===== config.mk =====
export PLATFORM = sky130hd
export DESIGN_NAME = mem_stage_lsu
export DESIGN_NICKNAME = d
export VERILOG_FILES = /design/src/rtl/mem_pkg.sv /design/src/rtl/lsu_align.sv /design/src/rtl/mem_stage_lsu.sv
export SDC_FILE = /design/constraint.sdc
export NUM_CORES = 1
export LEC_CHECK = 0
export CAP_MARGIN = 20
export CORE_AREA = 2 2 158 160
export DETAILED_ROUTE_END_ITERATION = 8
export DIE_AREA = 0 0 160 162
export GPL_TIMING_DRIVEN = 0
export PLACE_DENSITY = 0.69
export SKIP_LAST_GASP = 1
export SYNTH_ARGS = -nofsm -noshare
export SYNTH_HDL_FRONTEND = slang
export SYNTH_HIERARCHICAL = 1
export SYNTH_SLANG_ARGS = --single-unit

===== constraint.sdc =====
create_clock -name clk -period 2.77 [get_ports clk]
set_clock_uncertainty 0.15 [all_clocks]
set_input_delay 0.6925 -clock clk [delete_from_list [all_inputs] [get_ports clk]]
set_output_delay 0.6925 -clock clk [all_outputs]
set_load 0.01 [all_outputs]

===== src/rtl/mem_pkg.sv =====
// Shared types and encodings for the memory-stage load/store unit.
// Holds the FSM state enum, the funct3 access-size codes and the byte-strobe size mask.
package mem_pkg;

   typedef enum logic [2:0] {
      S_IDLE,
      S_REQ,
      S_WAIT,
      S_DONE,
      S_DRAIN
   } lsu_state_t;

   localparam logic [2:0] FUNCT3_LB  = 3'b000;
   localparam logic [2:0] FUNCT3_LH  = 3'b001;
   localparam logic [2:0] FUNCT3_LW  = 3'b010;
   localparam logic [2:0] FUNCT3_LD  = 3'b011;
   localparam logic [2:0] FUNCT3_LBU = 3'b100;
   localparam logic [2:0] FUNCT3_LHU = 3'b101;
   localparam logic [2:0] FUNCT3_LWU = 3'b110;

   // Unshifted byte strobes for the access size; bit 2 (unsigned) does not change the size.
   function automatic logic [7:0] size_mask(input logic [2:0] f3);
      case (f3[1:0])
         2'b00:   size_mask = 8'h01;
         2'b01:   size_mask = 8'h03;
         2'b10:   size_mask = 8'h0F;
         default: size_mask = 8'hFF;
      endcase
   endfunction

endpackage


===== src/rtl/lsu_align.sv =====
// Combinational data alignment for the LSU: positions store data/strobes within the
// memory word and extracts plus sign/zero-extends the addressed field of a load response.
module lsu_align
   import mem_pkg::*;
#(
   parameter int XLEN = 64
) (
   input  logic [2:0]        funct3,
   input  logic [2:0]        offset,
   input  logic [XLEN-1:0]   store_data,
   input  logic [XLEN-1:0]   resp_data,
   output logic [XLEN-1:0]   wdata,
   output logic [XLEN/8-1:0] wstrb,
   output logic [XLEN-1:0]   load_ext
);

   localparam int STRB_W = XLEN / 8;

   logic [XLEN-1:0] field;

   assign wdata = store_data << {offset, 3'b000};
   assign wstrb = STRB_W'(size_mask(funct3)) << offset;
   assign field = resp_data >> {offset, 3'b000};

   always_comb begin
      load_ext = field;
      case (funct3)
         FUNCT3_LB:  load_ext = {{(XLEN-8){field[7]}}, field[7:0]};
         FUNCT3_LH:  load_ext = {{(XLEN-16){field[15]}}, field[15:0]};
         FUNCT3_LW:  load_ext = {{(XLEN-32){field[31]}}, field[31:0]};
         FUNCT3_LBU: load_ext = {{(XLEN-8){1'b0}}, field[7:0]};
         FUNCT3_LHU: load_ext = {{(XLEN-16){1'b0}}, field[15:0]};
         FUNCT3_LWU: load_ext = {{(XLEN-32){1'b0}}, field[31:0]};
         default:    load_ext = field;
      endcase
   end

endmodule


===== src/rtl/mem_stage_lsu.sv =====
// Memory-stage load/store unit: issues one data-memory request per load/store, stalls the
// pipeline while it is outstanding and hands the extended load result to MEM/WB.
module mem_stage_lsu
   import mem_pkg::*;
#(
   parameter int XLEN   = 64,
   parameter int ADDR_W = 64
) (
   input  logic              clk,
   input  logic              reset,
   input  logic              flush,
   input  logic              ex_valid,
   input  logic              mem_read,
   input  logic              mem_write,
   input  logic [2:0]        funct3,
   input  logic [ADDR_W-1:0] addr,
   input  logic [XLEN-1:0]   store_data,
   input  logic              reg_write_in,
   input  logic              mem_to_reg_in,
   output logic              reg_write_out,
   output logic              mem_to_reg_out,
   output logic [XLEN-1:0]   load_data,
   output logic              misaligned,
   output logic              mem_stall,
   output logic              dmem_req_valid,
   input  logic              dmem_req_ready,
   output logic              dmem_req_we,
   output logic [ADDR_W-1:0] dmem_req_addr,
   output logic [XLEN-1:0]   dmem_req_wdata,
   output logic [XLEN/8-1:0] dmem_req_wstrb,
   input  logic              dmem_resp_valid,
   input  logic [XLEN-1:0]   dmem_resp_data
);

   lsu_state_t      state, state_next;
   logic            size_bad;
   logic            mem_op;
   logic            load_en;
   logic [XLEN-1:0] load_ext;

   always_comb begin
      size_bad = 1'b0;
      case (funct3[1:0])
         2'b01:   size_bad = addr[0];
         2'b10:   size_bad = |addr[1:0];
         2'b11:   size_bad = |addr[2:0];
         default: size_bad = 1'b0;
      endcase
   end

   assign misaligned     = ex_valid & (mem_read | mem_write) & size_bad;
   assign mem_op         = ex_valid & (mem_read | mem_write) & ~misaligned & ~flush;
   assign reg_write_out  = reg_write_in & ex_valid & ~misaligned & ~flush;
   assign mem_to_reg_out = mem_to_reg_in;

   // Request fields follow the EX/MEM register directly; the stall keeps them stable.
   assign dmem_req_we   = mem_write;
   assign dmem_req_addr = {addr[ADDR_W-1:3], 3'b000};

   lsu_align #(.XLEN(XLEN)) u_align (
      .funct3     (funct3),
      .offset     (addr[2:0]),
      .store_data (store_data),
      .resp_data  (dmem_resp_data),
      .wdata      (dmem_req_wdata),
      .wstrb      (dmem_req_wstrb),
      .load_ext   (load_ext)
   );

   always_ff @(posedge clk) begin
      if (reset) begin
         state     <= S_IDLE;
         load_data <= '0;
      end else begin
         state <= state_next;
         if (load_en) load_data <= load_ext;
      end
   end

   // A response arriving together with a flush in WAIT is the one DRAIN would wait for,
   // so it is dropped here and the FSM returns straight to IDLE.
   always_comb begin
      state_next     = state;
      mem_stall      = 1'b0;
      dmem_req_valid = 1'b0;
      load_en        = 1'b0;
      case (state)
         S_IDLE: begin
            if (mem_op) begin
               mem_stall  = 1'b1;
               state_next = S_REQ;
            end
         end
         S_REQ: begin
            mem_stall = 1'b1;
            if (flush) begin
               state_next = S_IDLE;
            end else begin
               dmem_req_valid = 1'b1;
               if (dmem_req_ready) state_next = S_WAIT;
            end
         end
         S_WAIT: begin
            mem_stall = 1'b1;
            if (dmem_resp_valid) begin
               if (flush) begin
                  state_next = S_IDLE;
               end else begin
                  load_en    = 1'b1;
                  state_next = S_DONE;
               end
            end else if (flush) begin
               state_next = S_DRAIN;
            end
         end
         S_DONE: begin
            state_next = S_IDLE;
         end
         S_DRAIN: begin
            mem_stall = 1'b1;
            if (dmem_resp_valid) state_next = S_IDLE;
         end
         default: state_next = S_IDLE;
      endcase
   end

endmodule


==> summary.txt, run 1 <==
Detailed routing
  • Vias per Instance: roughly 5.5
  • Drt pass-1 iters: 5
  • Vias after detailed routing: 9,413
  • Final wirelength: 39,900 um
  • DRT antenna net count: 0
  • Per-cell routed wire length: between 20 and 25 um
  • Drt drc: 0
  • DR iter-0 viols: 622

Power
  • Static Leak: ~5.3 nW
  • Peak VDD IR: just over 200 uV
  • Total power: 4.09 mW
  • Pwr Density: 308 nW/um^2

Worst setup path
  • Reg2reg start: state[0]$_SDFFE_PP0P_
  • Crit. End Element: output pin
  • Worst r2r dst: load_data[49]$_SDFFE_PP0P_
  • Worst Path Max Fanout: 4
  • CP Data Required Time: 1.93 ns
  • CP arrival: ~2 ns
  • Crit path launch type: input pin
  • CP Class: input pin to output pin
  • Register-to-register setup slack: roughly 1.2 ns
  • R2R depth: 5

Floorplan
  • Row cnt: 57
  • Die width: roughly 160 um
  • Initial Utilization: 0.322
  • Die Height: between 150 and 200 um
  • Die ar.: 25,900 um^2
  • Area of the core: 24,100 um^2
  • Num ports: 411

Hold path
  • Hold Path Stages: 2
  • HP Class: register to register
  • HP Start: load_data[60]$_SDFFE_PP0P_
  • Worst Hold End: load_data[60]$_SDFFE_PP0P_

Outcome
  • Status: finished with violations
  • Failing checks: setup timing

Synthesis
  • Synth unique cells: 47
  • Flops & latches, synth: 67
  • Synthesized netlist cell count: 975
  • Mapped cell area: about 7800 um^2
  • Yosys Warn Count: 6
  • Post-synth EDFFs: 0
  • Syn Area/Cell: about 8.0 um^2
  • Top_reg_cell synth: dfxtp_1
  • Ys async rst share: 0
  • Sequential share of the synthesized area: 0.173

Global routing
  • Grt ovf: 0
  • Antenna violations before repair: 1
  • Largest net degree at the start of global routing: 20
  • GRT Overall Usage: 0.294
  • Global-route wire length before repair: 58,700 um
  • Vias in the first global route: 9,614

Timing
  • Setup Total Neg Slack: -0.616 ns
  • Post-route setup slack: -0.0695 ns
  • RSZ-0062 raised after global routing: yes
  • Setup-failing EPs final: 22
  • Period Utilization, post-route: 1.03
  • Final-report hold violation count: 0
  • Worst slew pin tran: 0.627 ns
  • Hold slack: approximately 0.32 ns
  • Max-slew headroom: 0.582
  • Min Tclk post-route: 2.84 ns
  • Fin. max-slew vios: 0
  • Max Freq: 352 MHz

Finish
  • Fillers: between 2,000 and 2,500
  • Fraction of layout cells with a size suffix above 1: 0.318
  • Antenna diodes: 0
  • Design Area, Final: between 10,000 and 15,000 um^2
  • Fin nets: 1,575
  • Post-Layout Cell Count: 1,699
  • Syn-to-layout area delta: 70.7%

Clock network
  • Hold buffers post-CTS: 0
  • CTS sink cnt: 67
  • TritonCTS buffer count: 9
  • Clock-pin transition on the worst setup and hold timing paths: approximately 0.050 ns
  • H-Tree Depth: 3
  • Latest clock arrival within the worst-skew pair: 0.33 ns
  • Clk buf depth: 2
  • CTS tree: yes
  • CTS root buf: clkbuf_16

Placed design
  • Placed cells: roughly 1,600
  • GPL Wtd Cong: 0.981
  • Port bufs: approximately 350
  • DP Area: 11,600 um^2
  • Detailed Place HPWL: between 30,000 and 40,000 um

Job
  • Max cap viols: 0
## flip-flops by register name, indices dropped and copies added (netlist names)
signal     flops
load_data     64
state          3
## metrics by stage
stage                util  setup slack (ns)
floorplan               -            0.0702
finish              0.550           -0.0695
global route        0.550           -0.0903
CTS                 0.532            -0.175
detailed placement  0.483             -1.52
global placement    0.483             -1.52
## worst max-delay path by stage
stage | cells after the start | slack, ns | end | startpoint
final | 5 | -0.07 | dmem_req_wdata[26] | store_data[26]
after global routing | 9 | -0.09 | dmem_req_wdata[55] | addr[1]
after CTS | 11 | -0.18 | dmem_req_wdata[61] | addr[1]
after detailed placement | 7 | -1.52 | dmem_req_wdata[52] | addr[2]
after global placement | 7 | -1.52 | dmem_req_wdata[52] | addr[2]
after floorplan | 6 | 0.07 | dmem_req_wdata[0] | addr[1]
## cells by family after synthesis
logic type	synth area share
simple gates	0.195
compound gates	0.201
mux	0.275
buf+inv	0.154
flops	0.173
fa+ha+maj	0.00129
other cells	0.000483
## area by class of cell
cell class	instances	area, um^2	share of cell area
Tap cell	324	405	0.0306
Clock inverter	4	72.6	0.00547
Clock buffer	12	256	0.0193
Multi-Input combinational cell	733	5960	0.449
Timing Repair Buffer	387	3680	0.278
Inverter	1	8.76	0.000660
Sequential cell	67	1340	0.101
Buffer	171	1540	0.116
## routing by layer
| layer | global-route usage | vias to the layer above | share of wire |
|---|---|---|---|
| li1 | - | 4313 | - |
| met1 | 0.346 | 4544 | 0.39 |
| met2 | 0.538 | 486 | 0.51 |
| met3 | 0.0598 | 68 | 0.078 |
| met4 | 0.0901 | 2 | 0.025 |
| met5 | 0 | - | 0.00030 |
## where the power goes
part	switching [mW]	internal [mW]	leakage [nW]	total [mW]
clock network	0.412	0.835	0.159	1.25
logic	0.922	0.951	4.63	1.87
registers	0.00179	0.968	0.540	0.969
total	1.34	2.75	5.33	4.09
## synth_stat cells, types with 2 or more instances
library cell  instances  share of area
mux2i_1             127           0.16
o21ai_0             107          0.069
a21oi_1              94          0.061
buf_4                92          0.089
dfxtp_1              67           0.17
nand3b_1             65          0.063
nor2_1               64          0.031
nand2_1              55          0.027
clkbuf_1             38          0.018
mux2_2               33          0.048
buf_2                27          0.017
nand4_1              25          0.020
mux4_2               22          0.064
buf_6                18          0.026
o22ai_1              17          0.014
nor2b_1              15          0.012
nand3_1              12         0.0077
and2_1                9         0.0072
o211ai_1              9         0.0087
o2bb2ai_1             9          0.010
o2111ai_1             8         0.0090
a2bb2oi_1             7         0.0079
o22a_1                7         0.0079
a211oi_1              6         0.0058
nand2b_1              6         0.0048
nor3_1                4         0.0026
nor3b_1               4         0.0039
a22oi_1               3         0.0029
and3b_1               3         0.0034
nor4_1                3         0.0024
nor4b_1               2         0.0023
or2_2                 2         0.0016
## layout by cell type, fill, tap and decap left out, types with 14 or more instances in the layout
cell             instances
clkdlybuf4s50_1        238
buf_4                  109
mux2i_1                103
o21ai_0                 88
a21oi_1                 78
dfxtp_1                 67
nand3b_1                65
buf_2                   61
nand2_1                 53
nor2_1                  46
buf_6                   36
mux2_2                  31
clkbuf_1                29
nand4_1                 25
buf_12                  24
mux4_2                  22
dlygate4sd2_1           20
mux2i_4                 19
a21oi_2                 14
## critical path, cell delays in order
cell	delay [ns]
clkdlybuf4s50_1	0.50
mux2_2	0.31
o21ai_2	0.15
nor2_1	0.06
dlygate4sd2_1	0.28
## repair_timing
item                                    CTS  global route
cloned                                    5             3
gates resized for setup                 528           110
setup buffers                            32             4
pin swaps                                23            20
endpoints found under the setup margin  100            72
Power figures use the tool's default switching activity.
==> run 2: changes to the inputs <==
--- a/config.mk
+++ b/config.mk
@@ -6,13 +6,13 @@
 export NUM_CORES = 1
 export LEC_CHECK = 0
 export CAP_MARGIN = 20
-export CORE_AREA = 2 2 158 160
+export CORE_AREA = 2 2 160 162
 export DETAILED_ROUTE_END_ITERATION = 8
-export DIE_AREA = 0 0 160 162
+export DIE_AREA = 0 0 162 164
 export GPL_TIMING_DRIVEN = 0
-export PLACE_DENSITY = 0.69
+export PLACE_DENSITY = 0.62
+export RECOVER_POWER = 50
 export SKIP_LAST_GASP = 1
 export SYNTH_ARGS = -nofsm -noshare
 export SYNTH_HDL_FRONTEND = slang
-export SYNTH_HIERARCHICAL = 1
 export SYNTH_SLANG_ARGS = --single-unit
==> summary.txt, run 2 <==
Clock network
  • Latest clock arrival within the worst-skew pair: 0.33 ns (about the same)
  • CTS tree: yes
  • Clock-pin transition on the worst setup and hold timing paths: 0.05 ns (about the same)
  • H-Tree Depth: 3 (unchanged)
  • CTS root buf: clkbuf_16
  • CTS sink cnt: 67 (unchanged)
  • TritonCTS buffer count: 9 (unchanged)
  • Clk buf depth: 2 (unchanged)
  • Hold buffers post-CTS: 0 (unchanged)

Worst setup path
  • Crit. End Element: output pin
  • Biggest cell delay along the critical path: 0.29 ns (-0.21 ns)
  • Crit-path cells: buf_12 -> buf_12 -> buf_12 -> buf_12 -> buf_16 -> mux2i_4 -> mux2_4 -> o22ai_4 -> buf_6
  • Crit path launch type: input pin
  • CP Data Required Time: 1.93 ns (about the same)
  • Reg2reg start: state[1]$_SDFFE_PP0P_
  • Most frequent cell on the critical path: buf_12
  • Worst r2r dst: load_data[44]$_SDFFE_PP0P_
  • Worst Path Max Fanout: 5 (+1)
  • R2R depth: 7 (+2)
  • Slowest-stage cell, CP: mux2_4
  • Buffers and inverters on the worst path: 6 (+4)
  • CP top delay family: buffers and inverters
  • Register-to-register setup slack: 0.28 ns (-0.88 ns)
  • CP arrival: 2.15 ns (+0.15 ns)
  • Crit path launch: addr[1]
  • CP Class: input pin to output pin

Synthesis
  • Synth unique cells: 48 (+2.1%)
  • Yosys Warn Count: 0 (-6)
  • Synth top area share: 0.205 (+0.0321)
  • Flops & latches, synth: 67 (unchanged)
  • Mapped cell area: 6550 um^2 (-16%)
  • Most frequent cells after synthesis: 155 x nor2_1, 79 x mux2i_1, 76 x nand2_1
  • Cell accounting for the most synthesized area: dfxtp_1
  • Largest cells by area after synthesis: dfxtp_1 20%, mux2i_1 12%, nor2_1 8.9%
  • Post-synth EDFFs: 0 (unchanged)
  • Ys async rst share: 0 (unchanged)
  • Syn Area/Cell: 7.50 um^2 (-5.9%)
  • Sequential share of the synthesized area: 0.205 (+0.0321)
  • Most common cell in the synthesized netlist: nor2_1
  • Synthesized netlist cell count: 874 (-10%)
  • Top_reg_cell synth: dfxtp_1

Floorplan
  • Area of the core: 24,800 um^2 (+3.0%)
  • Row cnt: 58 (+1.8%)
  • Die width: 162 um (+1.3%)
  • Initial Utilization: 0.264 (-0.0583)
  • Die Height: 164 um (+1.2%)
  • Num ports: 411 (unchanged)
  • Die ar.: 26,600 um^2 (+2.5%)

Global routing
  • Antenna violations before repair: 1 (unchanged)
  • Largest net degree at the start of global routing: 13 (-35%)
  • Global-route wire length before repair: 54,800 um (-6.6%)
  • Vias in the first global route: 8,898 (-7.4%)
  • GRT Overall Usage: 0.279 (-0.0150)
  • Grt ovf: 0 (unchanged)

Power
  • Static Leak: 5.23 nW (-1.8%)
  • Pwr Density: 317 nW/um^2 (+2.8%)
  • Peak VDD IR: 248 uV (+23%)

Finish
  • Fin nets: 1,500 (-4.8%)
  • Most frequent cells in the layout: 148 x clkdlybuf4s50_1, 135 x nor2_1, 127 x buf_4, 97 x dlygate4sd3_1, 74 x nand2_1
  • Fraction of layout cells with a size suffix above 1: 0.356 (+0.0383)
  • Fillers: 2,471 (+5.2%)
  • Largest register FFs: 64 (unchanged)
  • Syn-to-layout area delta: 91.5%
  • Biggest regs: load_data x64, state x3
  • Leading cell type in the layout, fill and taps excluded: clkdlybuf4s50_1
  • Design Area, Final: 12,600 um^2 (-5.4%)
  • Largest reg by FF count: load_data

Detailed routing
  • DR iter-0 viols: 551 (-11%)
  • Vias after detailed routing: 8,601 (-8.6%)
  • DRT antenna net count: 0 (unchanged)
  • Per-cell routed wire length: 24.1 um (+2.9%)
  • Drt pass-1 iters: 5 (unchanged)
  • Vias per Instance: 5.27 (-4.8%)
  • Final wirelength: 39,400 um (-1.2%)
  • Drt drc: 0 (unchanged)

Outcome
  • Status: finished with violations
  • Failing checks: setup timing

Hold path
  • HP Class: register to register
  • Hold Path Stages: 2 (unchanged)
  • Worst Hold End: load_data[24]$_SDFFE_PP0P_
  • HP Start: load_data[24]$_SDFFE_PP0P_

Job
  • Max cap viols: 0 (unchanged)

Timing
  • Final-report hold violation count: 0 (unchanged)
  • Period Utilization, post-route: 1.08 (+0.0540)
  • Setup-failing EPs final: 47 (+110%)
  • Max-slew headroom: 0.431 (-0.151)
  • Post-route setup slack: -0.219 ns (-0.150 ns)
  • RSZ-0062 raised after global routing: yes
  • Worst slew pin tran: 0.852 ns (+0.224 ns)
  • Fin. max-slew vios: 0 (unchanged)
  • Max Freq: 335 MHz (-5.0%)
  • Min Tclk post-route: 2.99 ns (+0.150 ns)
  • Hold slack: 0.344 ns (+0.0207 ns)

Placed design
  • Detailed Place HPWL: 29,700 um (-3.5%)
  • Port bufs: 341 (-1.2%)
  • GPL Wtd Cong: 0.915 (-6.7%)
  • DP Area: 10,600 um^2 (-9.1%)
  • Pre-CTS setup slack: -1.75 ns (-0.230 ns)
[run 2: cell count changes in the layout (fill, tap and decap cells not counted), moves of 18 or more]
cell | before | now
a311oi_1 | 0 | 23
o21ai_0 | 88 | 12
nand2_1 | 53 | 74
nand3b_1 | 65 | 7
nand4_1 | 25 | 0
a21oi_1 | 78 | 34
a211oi_1 | 2 | 39
clkdlybuf4s50_1 | 238 | 148
dlygate4sd3_1 | 0 | 97
mux2i_1 | 103 | 50
buf_4 | 109 | 127
nor2_1 | 46 | 135
[run 2: what timing repair did]
action / 4_1_cts / 5_1_grt
endpoints found under the hold margin: 0 / 0
pin swaps: 34 / 22
endpoints found under the setup margin: 138 / 122
gates resized for setup: 509 / 117
buffers inserted: 50 / 16
cloned: 6 / 1
[run 2: worst max path at each step]
stage / to / slack, ns / cells after the start
2_1_floorplan: dmem_req_wdata[37] / 0.0003 / 6
3_3_place_gp: dmem_req_wdata[34] / -1.82 / 9
3_5_place_dp: dmem_req_wdata[37] / -1.75 / 9
4_1_cts: dmem_req_wdata[41] / -0.31 / 10
5_1_grt: dmem_req_wdata[41] / -0.24 / 9
6_report: dmem_req_wdata[41] / -0.22 / 9
[run 2: cell type report]
class,instances,area [um^2],area share
antenna,1,2.50,0.000199
buffer,139,1330,0.106
clock buffer,9,225,0.0179
clock inverter,7,92.6,0.00738
inverter,4,17.5,0.00140
multi-input combinational,661,5170,0.412
sequential,67,1340,0.107
tap,330,413,0.0329
timing repair buffer,413,3960,0.315
[run 2: kinds of logic (layout without fill, tap and decap cells)]
kind of cell | count (synthesis) | count (layout) | share of synthesized area
adder cells (fa/ha/maj) | 1 | 1 | 0.00153
AO/OA/AOI/OAI | 200 | 200 | 0.211
AND/OR/NAND/NOR | 324 | 324 | 0.222
flip-flops | 67 | 67 | 0.205
other | 1 | 4 | 0.000572
multiplexers | 133 | 133 | 0.228
buffers and inverters | 148 | 572 | 0.132
[run 2: power by group]
| part | total (mW) | switching (mW) | internal (mW) |
|---|---|---|---|
| Combinational | 1.77 | 0.867 | 0.903 |
| Clock | 1.23 | 0.449 | 0.784 |
| Sequential | 0.974 | 0.00476 | 0.969 |
[run 2: per-stage QoR]
step | utilization | setup TNS [ns] | power (mW) | cells
global route | 0.506 | -7.48 | 4.11 | 1631
global placement | 0.426 | -149.64 | 2.47 | 1547
detailed placement | 0.426 | -148.61 | 2.46 | 1548
floorplan | - | 0 | 1.70 | 876
finish | 0.506 | -4.88 | 3.98 | 1631
CTS | 0.491 | -10.58 | 3.91 | 1618
[run 2: layer usage]
layer  track usage  share of wire  vias up
li1              -              -     3900
met1         0.306           0.36     4083
met2         0.504           0.51      517
met3        0.0626          0.084      101
met4         0.144          0.045        0
met5             0              0        -
[run 2: worst reg2reg max path: stages, from the launching register on]
cell and delay [ns]:
dfxtp_1 0.49, nor2b_1 0.25, nand3_1 0.37, a31o_2 0.38, a311oi_4 0.31, buf_6 0.17, buf_6 0.15, a211oi_1 0.08
